[config.mk]
export PLATFORM = sky130hd
export DESIGN_NAME = riscv_control_unit
export DESIGN_NICKNAME = d
export VERILOG_FILES = /design/src/rtl/riscv_control_unit.sv
export SDC_FILE = /design/constraint.sdc
export NUM_CORES = 1
export LEC_CHECK = 0
export ABC_AREA = 1
export CELL_PAD_IN_SITES_DETAIL_PLACEMENT = 0
export CELL_PAD_IN_SITES_GLOBAL_PLACEMENT = 1
export CORE_MARGIN = 5
export CORE_UTILIZATION = 23
export CTS_CLUSTER_DIAMETER = 60
export CTS_CLUSTER_SIZE = 20
export DETAILED_ROUTE_END_ITERATION = 6
export HOLD_SLACK_MARGIN = 0.03
export PLACE_DENSITY = 0.8
export SLEW_MARGIN = 10
export SYNTH_ARGS = -nofsm -noshare
export SYNTH_HDL_FRONTEND = slang
export SYNTH_SLANG_ARGS = --single-unit
[constraint.sdc]
create_clock -name clk -period 1 [get_ports clk]
set_input_delay 0.2 -clock clk [delete_from_list [all_inputs] [get_ports clk]]
set_output_delay 0.2 -clock clk [all_outputs]
set_load 0.02 [all_outputs]
[src/rtl/riscv_control_unit.sv]
// riscv_control_unit: control path of a 5-stage RV32I pipeline.
// Decodes the instruction in decode into the decode-stage selects
// (pc_sel, imm_sel, br_op). It then carries the execute, mem and write-back
// controls through the EXE, MEM and WB stage registers, so each registered
// output lines up with its instruction's stage.
// Optional feature macro: CTRL_FLUSH_EN. When it is defined, the unit adds a
// flush_decode output and squashes the instruction that follows any redirect.
//
// Decode choices for fields that the instruction class leaves open:
//   BRANCH -> A=pc, B=imm, ADD   (the ALU forms the branch target)
//   JAL    -> A=pc, B=imm, ADD
//   JALR   -> A=rs1, B=imm, ADD
//   STORE  -> B=imm              (the address is rs1 + imm)
//   LUI    -> B=imm
//   OP     -> imm_sel=I          (this value is unused)
module riscv_control_unit #(
  parameter int XLEN      = 32,
  parameter int PC_SEL_W  = 2,
  parameter int IMM_SEL_W = 3,
  parameter int ALU_OP_W  = 4,
  parameter int WB_SEL_W  = 2
) (
  input  logic                 clk,
  input  logic                 rst,
  input  logic [XLEN-1:0]      instr_decode,
  input  logic                 br_true,
  output logic [ALU_OP_W-1:0]  br_op,
  output logic [PC_SEL_W-1:0]  pc_sel,
  output logic [IMM_SEL_W-1:0] imm_sel,
  output logic                 a_sel_exe,
  output logic                 b_sel_exe,
  output logic [ALU_OP_W-1:0]  alu_sel_exe,
  output logic                 mem_en_mem,
  output logic                 mem_wr_mem,
  output logic [WB_SEL_W-1:0]  wb_sel_wb,
  output logic                 reg_en_wb
`ifdef CTRL_FLUSH_EN
  ,
  output logic                 flush_decode
`endif
);

  // Major opcodes
  localparam logic [6:0] OPC_OP     = 7'b0110011;
  localparam logic [6:0] OPC_OP_IMM = 7'b0010011;
  localparam logic [6:0] OPC_LOAD   = 7'b0000011;
  localparam logic [6:0] OPC_STORE  = 7'b0100011;
  localparam logic [6:0] OPC_BRANCH = 7'b1100011;
  localparam logic [6:0] OPC_LUI    = 7'b0110111;
  localparam logic [6:0] OPC_AUIPC  = 7'b0010111;
  localparam logic [6:0] OPC_JAL    = 7'b1101111;
  localparam logic [6:0] OPC_JALR   = 7'b1100111;

  // ALU operation codes
  localparam logic [ALU_OP_W-1:0] ALU_ADD    = ALU_OP_W'(0);
  localparam logic [ALU_OP_W-1:0] ALU_SUB    = ALU_OP_W'(1);
  localparam logic [ALU_OP_W-1:0] ALU_SLL    = ALU_OP_W'(2);
  localparam logic [ALU_OP_W-1:0] ALU_SLT    = ALU_OP_W'(3);
  localparam logic [ALU_OP_W-1:0] ALU_SLTU   = ALU_OP_W'(4);
  localparam logic [ALU_OP_W-1:0] ALU_XOR    = ALU_OP_W'(5);
  localparam logic [ALU_OP_W-1:0] ALU_SRL    = ALU_OP_W'(6);
  localparam logic [ALU_OP_W-1:0] ALU_SRA    = ALU_OP_W'(7);
  localparam logic [ALU_OP_W-1:0] ALU_OR     = ALU_OP_W'(8);
  localparam logic [ALU_OP_W-1:0] ALU_AND    = ALU_OP_W'(9);
  localparam logic [ALU_OP_W-1:0] ALU_PASS_B = ALU_OP_W'(10);

  // Next-PC selects
  localparam logic [PC_SEL_W-1:0] PC_PLUS4  = PC_SEL_W'(0);
  localparam logic [PC_SEL_W-1:0] PC_BRANCH = PC_SEL_W'(1);
  localparam logic [PC_SEL_W-1:0] PC_JAL    = PC_SEL_W'(2);
  localparam logic [PC_SEL_W-1:0] PC_JALR   = PC_SEL_W'(3);

  // Immediate formats
  localparam logic [IMM_SEL_W-1:0] IMM_I = IMM_SEL_W'(0);
  localparam logic [IMM_SEL_W-1:0] IMM_S = IMM_SEL_W'(1);
  localparam logic [IMM_SEL_W-1:0] IMM_B = IMM_SEL_W'(2);
  localparam logic [IMM_SEL_W-1:0] IMM_U = IMM_SEL_W'(3);
  localparam logic [IMM_SEL_W-1:0] IMM_J = IMM_SEL_W'(4);

  // Write-back sources
  localparam logic [WB_SEL_W-1:0] WB_ALU = WB_SEL_W'(0);
  localparam logic [WB_SEL_W-1:0] WB_MEM = WB_SEL_W'(1);
  localparam logic [WB_SEL_W-1:0] WB_PC4 = WB_SEL_W'(2);

  // Instruction fields
  logic [6:0] opcode;
  logic [2:0] funct3;
  logic       funct7_b5;
  logic [4:0] rd;

  assign opcode    = instr_decode[6:0];
  assign funct3    = instr_decode[14:12];
  assign funct7_b5 = instr_decode[30];
  assign rd        = instr_decode[11:7];

  // The register-source and upper immediate bits belong to the datapath.
  logic unused_instr_bits;
  assign unused_instr_bits = ^{instr_decode[XLEN-1:31], instr_decode[29:15]};

  // Maps funct3 (plus bit 30) to an ALU op; SUB exists only for the register form
  function automatic logic [ALU_OP_W-1:0] alu_from_funct(input logic [2:0] f3,
                                                         input logic       b30,
                                                         input logic       is_reg);
    logic [ALU_OP_W-1:0] op;
    case (f3)
      3'b000:  op = (is_reg && b30) ? ALU_SUB : ALU_ADD;
      3'b001:  op = ALU_SLL;
      3'b010:  op = ALU_SLT;
      3'b011:  op = ALU_SLTU;
      3'b100:  op = ALU_XOR;
      3'b101:  op = b30 ? ALU_SRA : ALU_SRL;
      3'b110:  op = ALU_OR;
      default: op = ALU_AND;
    endcase
    return op;
  endfunction

  // Raw decode bundle, before any squash
  logic [PC_SEL_W-1:0]  pc_sel_raw;
  logic [IMM_SEL_W-1:0] imm_sel_raw;
  logic [ALU_OP_W-1:0]  br_op_raw;
  logic                 a_sel_raw;
  logic                 b_sel_raw;
  logic [ALU_OP_W-1:0]  alu_raw;
  logic                 mem_en_raw;
  logic                 mem_wr_raw;
  logic [WB_SEL_W-1:0]  wb_sel_raw;
  logic                 reg_en_raw;

  // Decode the instruction class into a control bundle. Unknown opcodes fall to the NOP bundle.
  always_comb begin
    pc_sel_raw  = PC_PLUS4;
    imm_sel_raw = IMM_I;
    br_op_raw   = '0;
    a_sel_raw   = 1'b0;
    b_sel_raw   = 1'b0;
    alu_raw     = ALU_ADD;
    mem_en_raw  = 1'b0;
    mem_wr_raw  = 1'b0;
    wb_sel_raw  = WB_ALU;
    reg_en_raw  = 1'b0;
    case (opcode)
      OPC_OP: begin
        alu_raw    = alu_from_funct(funct3, funct7_b5, 1'b1);
        reg_en_raw = 1'b1;
      end
      OPC_OP_IMM: begin
        b_sel_raw  = 1'b1;
        alu_raw    = alu_from_funct(funct3, funct7_b5, 1'b0);
        reg_en_raw = 1'b1;
      end
      OPC_LOAD: begin
        b_sel_raw  = 1'b1;
        mem_en_raw = 1'b1;
        wb_sel_raw = WB_MEM;
        reg_en_raw = 1'b1;
      end
      OPC_STORE: begin
        imm_sel_raw = IMM_S;
        b_sel_raw   = 1'b1;
        mem_en_raw  = 1'b1;
        mem_wr_raw  = 1'b1;
      end
      OPC_BRANCH: begin
        imm_sel_raw = IMM_B;
        br_op_raw   = {{(ALU_OP_W-3){1'b0}}, funct3};
        a_sel_raw   = 1'b1;
        b_sel_raw   = 1'b1;
        pc_sel_raw  = br_true ? PC_BRANCH : PC_PLUS4;
      end
      OPC_LUI: begin
        imm_sel_raw = IMM_U;
        b_sel_raw   = 1'b1;
        alu_raw     = ALU_PASS_B;
        reg_en_raw  = 1'b1;
      end
      OPC_AUIPC: begin
        imm_sel_raw = IMM_U;
        a_sel_raw   = 1'b1;
        b_sel_raw   = 1'b1;
        reg_en_raw  = 1'b1;
      end
      OPC_JAL: begin
        imm_sel_raw = IMM_J;
        a_sel_raw   = 1'b1;
        b_sel_raw   = 1'b1;
        wb_sel_raw  = WB_PC4;
        reg_en_raw  = 1'b1;
        pc_sel_raw  = PC_JAL;
      end
      OPC_JALR: begin
        b_sel_raw   = 1'b1;
        wb_sel_raw  = WB_PC4;
        reg_en_raw  = 1'b1;
        pc_sel_raw  = PC_JALR;
      end
      default: begin
        pc_sel_raw = PC_PLUS4;
      end
    endcase
    if (rd == 5'd0) reg_en_raw = 1'b0;
  end

  // Final decode bundle that drives the outputs and the EXE register
  logic                 a_sel_dec;
  logic                 b_sel_dec;
  logic [ALU_OP_W-1:0]  alu_dec;
  logic                 mem_en_dec;
  logic                 mem_wr_dec;
  logic [WB_SEL_W-1:0]  wb_sel_dec;
  logic                 reg_en_dec;

`ifdef CTRL_FLUSH_EN
  // Set by a redirect. It turns the next decode slot into a NOP.
  logic squash_q;

  // Remember whether this cycle redirects fetch. Reset drops any pending squash.
  always_ff @(posedge clk) begin
    if (rst) squash_q <= 1'b0;
    else     squash_q <= (pc_sel != PC_PLUS4);
  end

  // While a squash is pending, replace the decode bundle, including its selects, with NOP.
  always_comb begin
    pc_sel     = pc_sel_raw;
    imm_sel    = imm_sel_raw;
    br_op      = br_op_raw;
    a_sel_dec  = a_sel_raw;
    b_sel_dec  = b_sel_raw;
    alu_dec    = alu_raw;
    mem_en_dec = mem_en_raw;
    mem_wr_dec = mem_wr_raw;
    wb_sel_dec = wb_sel_raw;
    reg_en_dec = reg_en_raw;
    if (squash_q) begin
      pc_sel     = PC_PLUS4;
      imm_sel    = IMM_I;
      br_op      = '0;
      a_sel_dec  = 1'b0;
      b_sel_dec  = 1'b0;
      alu_dec    = ALU_ADD;
      mem_en_dec = 1'b0;
      mem_wr_dec = 1'b0;
      wb_sel_dec = WB_ALU;
      reg_en_dec = 1'b0;
    end
  end

  assign flush_decode = (pc_sel != PC_PLUS4);
`else
  assign pc_sel     = pc_sel_raw;
  assign imm_sel    = imm_sel_raw;
  assign br_op      = br_op_raw;
  assign a_sel_dec  = a_sel_raw;
  assign b_sel_dec  = b_sel_raw;
  assign alu_dec    = alu_raw;
  assign mem_en_dec = mem_en_raw;
  assign mem_wr_dec = mem_wr_raw;
  assign wb_sel_dec = wb_sel_raw;
  assign reg_en_dec = reg_en_raw;
`endif

  // EXE stage register. It keeps only the fields that are still needed downstream.
  logic                mem_en_exe;
  logic                mem_wr_exe;
  logic [WB_SEL_W-1:0] wb_sel_exe;
  logic                reg_en_exe;
  logic [WB_SEL_W-1:0] wb_sel_mem;
  logic                reg_en_mem;

  // Advance control one stage per cycle. Reset loads NOP into every stage.
  always_ff @(posedge clk) begin
    if (rst) begin
      a_sel_exe   <= 1'b0;
      b_sel_exe   <= 1'b0;
      alu_sel_exe <= ALU_ADD;
      mem_en_exe  <= 1'b0;
      mem_wr_exe  <= 1'b0;
      wb_sel_exe  <= WB_ALU;
      reg_en_exe  <= 1'b0;
      mem_en_mem  <= 1'b0;
      mem_wr_mem  <= 1'b0;
      wb_sel_mem  <= WB_ALU;
      reg_en_mem  <= 1'b0;
      wb_sel_wb   <= WB_ALU;
      reg_en_wb   <= 1'b0;
    end else begin
      a_sel_exe   <= a_sel_dec;
      b_sel_exe   <= b_sel_dec;
      alu_sel_exe <= alu_dec;
      mem_en_exe  <= mem_en_dec;
      mem_wr_exe  <= mem_wr_dec;
      wb_sel_exe  <= wb_sel_dec;
      reg_en_exe  <= reg_en_dec;
      mem_en_mem  <= mem_en_exe;
      mem_wr_mem  <= mem_wr_exe;
      wb_sel_mem  <= wb_sel_exe;
      reg_en_mem  <= reg_en_exe;
      wb_sel_wb   <= wb_sel_mem;
      reg_en_wb   <= reg_en_mem;
    end
  end

endmodule

Yosys cells after proc, flatten, opt, wreduce, memory -nomap -nowiden
Index checks and enable logic that the tools add are counted.
- $add $sub $neg: 0
- $mul: 0
- div/mod/pow operators: 0
- $lt $le $gt $ge: 0
- equal/unequal tests: 15
- shift operators: 0
- muxes and demuxes: 15
- bitwise gates (word level): 0
- reduce and logical (&&, ||, !) cells: 9
- operators by type and width (kind ; number):
    $pmux 4 s7 ; 2
    $eq 7x6->1 const B ; 3
    $eq 7x7->1 const B ; 3
    $eq 7x5->1 const B ; 2
    $pmux 3 s4 ; 1
    $pmux 4 s3 ; 1
    $eq 3x3->1 const B ; 3
    $mux 1 ; 8
    $reduce_or 2->1 ; 4
    $reduce_or 8->1 ; 1
    $eq 7x2->1 const B ; 1
    $reduce_or 7->1 ; 1
    $eq 3x2->1 const B ; 2
    $pmux 2 s3 ; 1
    $logic_not 5->1 ; 1
    $pmux 2 s2 ; 1
    $eq 3x1->1 const B ; 1
    $logic_not 3->1 ; 1
    $mux 3 ; 1
    $reduce_or 3->1 ; 1
- register bits after elaboration: 19
- bits in latches: 0
- memory bits (writable): 0
- bits in read-only memories: 0
- input bits: 35
- logic and storage cells: 52
- memories kept: 0

Logic depth before layout (Yosys ltp)
Gate-level depths: netlist (run 1).
- word-level depth: 3
- gate-level depth with buffers: 8

Worst setup path after synthesis (run 1)
Ideal clock, no wire load.
- kind: input port to output port
- start: input port instr_decode[4]
- end: output port pc_sel[0]
- arrival time: 1.008 ns
- required time: 0.800 ns
- slack: -0.208 ns
- stages: 5
- path buffers: 0
- cells stage by stage: inv_2 -> nand2_2 -> nor2_4 -> nand2_2 -> o21ai_0
- word-level cells in the longest chain between the ends: 2
- elaborated cells on any way between the ends: 4
- ends and longest elaborated chain (element ; RTL line ; text):
    from (decl) ; 25 ; input logic [XLEN-1:0] instr_decode,
    $eq 7x7->1 ; 142 ; case (opcode)
    $pmux 2 s3 * ; 142 ;
    to (decl) ; 28 ; output logic [PC_SEL_W-1:0] pc_sel,
Mark *: on every way between the ends. The rest lies on a longest branch, timed or not.

Worst setup path in the final report (run 1)
Same ends and word-level chain as after synthesis.

==> impl_metrics.yaml, run 1 <==
status:
  status: "complete, but fails checks"
  violations: "setup timing"
global_route:
  use_met1: 0.107
  grt_pass1_vias: 1030
  grt_use_total: 0.106
  antenna_found_initial: 0
  grt_overflow: 0
  grt_pass1_wl_mm: 4.32
  busiest_layer: "met2"
  use_met2: 0.201
  grt_max_degree: 13
  met3_usage: 0.0259
logic_synthesis:
  synth_seq_cells: 19
  synth_top_cell_area_share: 0.452
  syn-num-nets: 154
  synth_top_cells_by_count: "29 x nor2_1, 19 x dfxtp_1, 18 x nand2_1"
  async_flop_share: 0
  ys_types: 19
  yosys_warnings: 0
  synth.avg_cell_area_um2: 7.07
  synth_top_cell_by_area: "dfxtp_1"
  synth.most_common_cell: "nor2_1"
  ys.flop_type: "dfxtp_1"
  synth_edf_count: 0
  synth_cells: 119
  synth_area_leaders: "dfxtp_1 45%, nor2_1 13%, nand2_1 8.0%"
  yosysSeqAreaShare: 0.452
  synth_area_um2: 841
cts:
  clock_sinks: 19
  cts_hold_buf: 0
  clock_path_buffers: 2
  clk_pin_slew_ns: 0.07
  clk_latency_ns: 0.25
  cts_made_buffers: 3
  htreeDepth: 1
  root_buffer: "clkbuf_8"
  tritoncts: "built"
critical_path:
  critPathLaunchType: "input pin"
  slowest_stage: "nor2_4"
  required_ns: 0.80
  cp-end-kind: "output pin"
  crit_fanout: 4
  crit_chain: "buf_8 -> inv_6 -> nand2_4 -> nor2_4 -> nand2_2 -> o21ai_2 -> buf_6"
  cp_data_arrival_time_ns: 0.99
  crit_type: "in2out"
  cpPeakStageDelay_ns: 0.20
floorplanning:
  die_w_um: 70.5
  io-pin-count: 55
  coreArea_um2: 3610
  initial_core_util: 0.233
  die_y_um: 70.5
  rows: 22
  die_area_um2: 4960
layout:
  drive_gt1_frac: 0.528
  syn_to_final_growth_pct: 96.0
  stdcell_area_um2: 1650
  fillers: 366
  nets: 229
  stdcell_count: 241
  diodes: 0
  post-route-util: 0.457
worst_hold_path:
  hold_path.class: "in2reg"
sta:
  fin_worst_skew_ns: 0.00612
  setup_slack_ns: -0.190
  setup_viol: 10
  drv_slew: 0
  finalCritPeriodShare: 1.19
  hold_viol_final: 0
  period_needed_ns: 1.19
  fmax_mhz: 840
  rsz0062_at_grt: "true"
placed_design:
  place_inst: 224
  port_buffers: 37
  hpwl_mm: 1.75
  gp_congestion: 0.797
  dpl_cell_area_um2: 1440
detailed_routing:
  vias: 944
  antenna_left: 0
  post_drt_via_cell_ratio: 3.92
  drcViolationCount: 0
  drt_first_pass_iters: 2
  routedWlPerCell_um: 9.90
  wl_mm: 2.39
  drt-initial-drc-count: 7
pwr:
  ir_drop_mv: 0.452
  p_leak_nw: 0.817
  power_frac_clock: 0.327
  p_per_area_nw_per_um2: 971
  power_frac_seq: 0.476
  intPower_mw: 1.20
  p_sw_frac: 0.247
  switchingPower_uw: 396
  power_frac_comb: 0.196
run:
  drv_cap: 0
## routing by layer
metal / vias up / routed length, µm
li1: 507 / -
met5: - / 0
met1: 407 / 867
met4: 0 / 41
met3: 4 / 136
met2: 26 / 1340
## area by class of cell
class / count / area (µm²) / area share
clock buffer: 3 / 41.3 / 0.0251
timing repair buffer: 73 / 578 / 0.351
tap: 48 / 60.1 / 0.0364
sequential: 19 / 380 / 0.231
inverter: 21 / 93.8 / 0.0569
multi-input combinational: 76 / 487 / 0.295
clock inverter: 1 / 7.51 / 0.00456
## cells in the final DEF (no fill, tap or decap)
| master | Yosys | final |
|---|---|---|
| nand2_4 | 0 | 4 |
| dfxtp_1 | 19 | 19 |
| inv_4 | 0 | 1 |
| o22ai_1 | 1 | 1 |
| clkinvlp_4 | 0 | 1 |
| inv_1 | 17 | 11 |
| clkdlybuf4s50_1 | 0 | 7 |
| inv_2 | 4 | 7 |
| buf_2 | 0 | 15 |
| nand2_8 | 0 | 1 |
| inv_8 | 0 | 1 |
| nand2_2 | 5 | 4 |
| buf_6 | 0 | 9 |
| a21oi_1 | 2 | 2 |
| nand3_2 | 3 | 3 |
| inv_6 | 0 | 1 |
| o211ai_1 | 1 | 1 |
| nor3_2 | 2 | 1 |
| nor3_1 | 2 | 2 |
| nor3_4 | 0 | 1 |
| clkbuf_8 | 0 | 3 |
| nand3_4 | 0 | 1 |
| or2_1 | 1 | 1 |
| o21ai_0 | 4 | 3 |
| nor2_4 | 1 | 8 |
| buf_4 | 2 | 37 |
| nor2_1 | 29 | 20 |
| dlymetal6s2s_1 | 0 | 1 |
| nor2_2 | 0 | 2 |
| nand3_1 | 6 | 5 |
| nand2_1 | 18 | 14 |
| conb_1 | 1 | 1 |
| o21ai_2 | 0 | 1 |
| dlygate4sd2_1 | 0 | 3 |
| buf_8 | 0 | 1 |
## timing repair
action | in CTS | in global routing
cloned | 0 | 0
resized for setup | 149 | 16
pin swaps | 13 | 9
setup endpoints to repair | 30 | 14
setup buffers | 9 | 4
## power by group through the flow
stage | clock network, mW | registers (mW) | logic, mW
2_1_floorplan | 0 | 0.783 | 0.0846
3_3_place_gp | 0 | 0.779 | 0.249
3_5_place_dp | 0 | 0.780 | 0.252
4_1_cts | 0.547 | 0.762 | 0.287
5_1_grt | 0.589 | 0.762 | 0.344
6_report | 0.523 | 0.762 | 0.314
## cell families after synthesis
family | count (synthesis) | synth area share
buffers and inverters | 24 | 0.116
flip-flops | 19 | 0.452
other | 1 | 0.00446
AO/OA/AOI/OAI | 8 | 0.0521
AND/OR/NAND/NOR | 67 | 0.375
## worst paths after layout
check | start | to | slack, ns | cells past startpoint
hold / removal | instr_decode[4] | wb_sel_exe[0]$_SDFF_PP0_ | 0.21 | 3
hold reg to reg | mem_en_exe$_SDFF_PP0_ | mem_en_mem$_SDFF_PP0_ | 0.39 | 2
setup / recovery | instr_decode[4] | pc_sel[0] | -0.19 | 7
setup reg to reg | wb_sel_exe[1]$_SDFF_PP0_ | wb_sel_mem[1]$_SDFF_PP0_ | 0.51 | 2
## stage by stage
step | TNS (ns) | setup slack [ns] | total power [mW] | hold WS [ns]
after floorplan | -0.0697 | -0.0232 | 0.867 | 0.273
after global placement | -14.11 | -0.981 | 1.03 | 0.391
after detailed placement | -14.43 | -1.02 | 1.03 | 0.392
after CTS | -1.17 | -0.230 | 1.60 | 0.192
after global routing | -1.70 | -0.234 | 1.69 | 0.209
final | -1.24 | -0.190 | 1.60 | 0.210
## sequential cells by signal, indices dropped and copies added, names as in the netlist, 2 cells and up
| signal | count |
|---|---|
| alu_sel_exe | 4 |
| wb_sel_exe | 2 |
| wb_sel_mem | 2 |
| wb_sel_wb | 2 |
## worst max-delay path, delay by kind of cell
family / cells / cell delay, ns
buf+inv: 3 / 0.28
simple gates: 3 / 0.36
compound gates: 1 / 0.14
No activity file was read; power rests on OpenSTA's default activity.
==> run 2: changes to the inputs <==
- CAP_MARGIN: unset -> 20
- MAX_ROUTING_LAYER: unset -> met4
==> impl_metrics.yaml, run 2 (synthesis results as in run 1) <==
pwr:
  p_leak_nw: 0.817
  ir_drop_mv: 0.452
  power_mw: 1.60
  p_per_area_nw_per_um2: 971
sta:
  drv_slew: 0
  finalCritPeriodShare: 1.19
  setup_slack_ns: -0.190
  fin_hold_ws_ns: 0.210
  setup_viol: 10
  period_needed_ns: 1.19
  fmax_mhz: 840
  hold_viol_final: 0
  fin_worst_skew_ns: 0.00612
  rsz0062_at_grt: "true"
critical_path:
  crit_chain: "buf_8 -> inv_6 -> nand2_4 -> nor2_4 -> nand2_2 -> o21ai_2 -> buf_6"
  crit_fanout: 4
  slowest_stage: "nor2_4"
  crit_type: "in2out"
  cpPeakStageDelay_ns: 0.20
  critPathLaunchType: "input pin"
  required_ns: 0.80
  r2r_slack_ns: 0.51
  cp_data_arrival_time_ns: 0.99
  cp-end-kind: "output pin"
cts:
  clk_pin_slew_ns: 0.07
  cts_made_buffers: 3
  root_buffer: "clkbuf_8"
  clock_path_buffers: 2
  tritoncts: "built"
  clk_latency_ns: 0.25
  htreeDepth: 1
  clock_sinks: 19
status:
  status: "complete, but fails checks"
  violations: "setup timing"
global_route:
  grt_pass1_vias: 1030
  grt_use_total: 0.109
  grt_max_degree: 13
  use_met1: 0.111
  grt_pass1_wl_mm: 4.32
  busiest_layer: "met2"
  met3_usage: 0.0201
  grt_overflow: 0
  antenna_found_initial: 0
  use_met2: 0.201
detailed_routing:
  post_drt_via_cell_ratio: 3.91
  vias: 942
  antenna_left: 0
  wl_mm: 2.39
  drcViolationCount: 0
  drt-initial-drc-count: 7
  routedWlPerCell_um: 9.90
  drt_first_pass_iters: 2
worst_hold_path:
  hold_path.class: "in2reg"
layout:
  layout_common_cells: "37 x buf_4, 20 x nor2_1, 19 x dfxtp_1"
  syn_to_final_growth_pct: 96.0
  drive_gt1_frac: 0.528
  layout_commonest_cell: "buf_4"
  diodes: 0
  nets: 229
  fillers: 366
  largest_reg_flops: 4
  regMostFlops: "alu_sel_exe"
floorplanning:
  die_area_um2: 4960
  rows: 22
  initial_core_util: 0.233
  io-pin-count: 55
  die_w_um: 70.5
  coreArea_um2: 3610
  die_y_um: 70.5
run:
  drv_cap: 0
placed_design:
  port_buffers: 37
  gp_congestion: 0.809
  hpwl_mm: 1.75
## run 2: cell counts in the layout (fill, tap and decap cells not counted)
No cell type changed its count.
## run 2: worst paths after layout
path                                                from                       end  cells past startpoint
worst max-delay path                     instr_decode[4]                 pc_sel[0]                      7
worst min register to register     mem_en_exe$_SDFF_PP0_     mem_en_mem$_SDFF_PP0_                      2
worst max register to register  wb_sel_exe[1]$_SDFF_PP0_  wb_sel_mem[1]$_SDFF_PP0_                      2
worst min-delay path                     instr_decode[4]  wb_sel_exe[0]$_SDFF_PP0_                      3
## run 2: what timing repair did
| item | CTS | global route |
|---|---|---|
| setup endpoints to repair | 30 | 14 |
| pin swaps | 13 | 9 |
| buffers inserted | 9 | 4 |
| gates resized for setup | 149 | 16 |
| hold buffers | 0 | 0 |
## run 2: where the power goes
| group | internal [mW] | total [mW] | switching, mW |
|---|---|---|---|
| logic | 0.162 | 0.314 | 0.152 |
| registers | 0.761 | 0.762 | 0.000973 |
| clock network | 0.280 | 0.523 | 0.243 |
| total | 1.20 | 1.60 | 0.396 |
## run 2: cell type report
class / instances / area, µm² / share of cell area
clock buffers: 3 / 41.3 / 0.0251
clock inverters: 1 / 7.51 / 0.00456
inverters: 21 / 93.8 / 0.0569
multi-input cells: 76 / 487 / 0.295
flip-flops and latches: 19 / 380 / 0.231
well taps: 48 / 60.1 / 0.0364
repair buffers: 73 / 578 / 0.351
## run 2: per-stage QoR
stage          setup slack (ns)  utilization  instances  TNS (ns)  instance area, µm²
4_1_cts                  -0.230        0.436        237     -1.17                1570
5_1_grt                  -0.234        0.457        241     -1.70                1650
6_report                 -0.190        0.457        241     -1.24                1650
3_3_place_gp             -0.981        0.398        224    -14.11                1440
2_1_floorplan           -0.0232            -        119   -0.0697                 852
3_5_place_dp              -1.02        0.398        224    -14.43                1440
## run 2: layer usage
layer,vias to the layer above,wire length [µm]
li1,507,-
met1,405,873
met2,26,1340
met3,4,133
met4,0,41
met5,-,0
## run 2: critical path: cells and delay by family
family	cells	cell delay, ns
AOI/OAI and AO/OA	1	0.14
buffers and inverters	3	0.28
and+or+nand+nor	3	0.36
==> run 3: changes to the inputs <==
- CAP_MARGIN: 20 -> 40
- CTS_CLUSTER_SIZE: 20 -> unset
==> results of run 3 <==
Same layout as run 2: the final DEF is identical, and so are final timing and power.
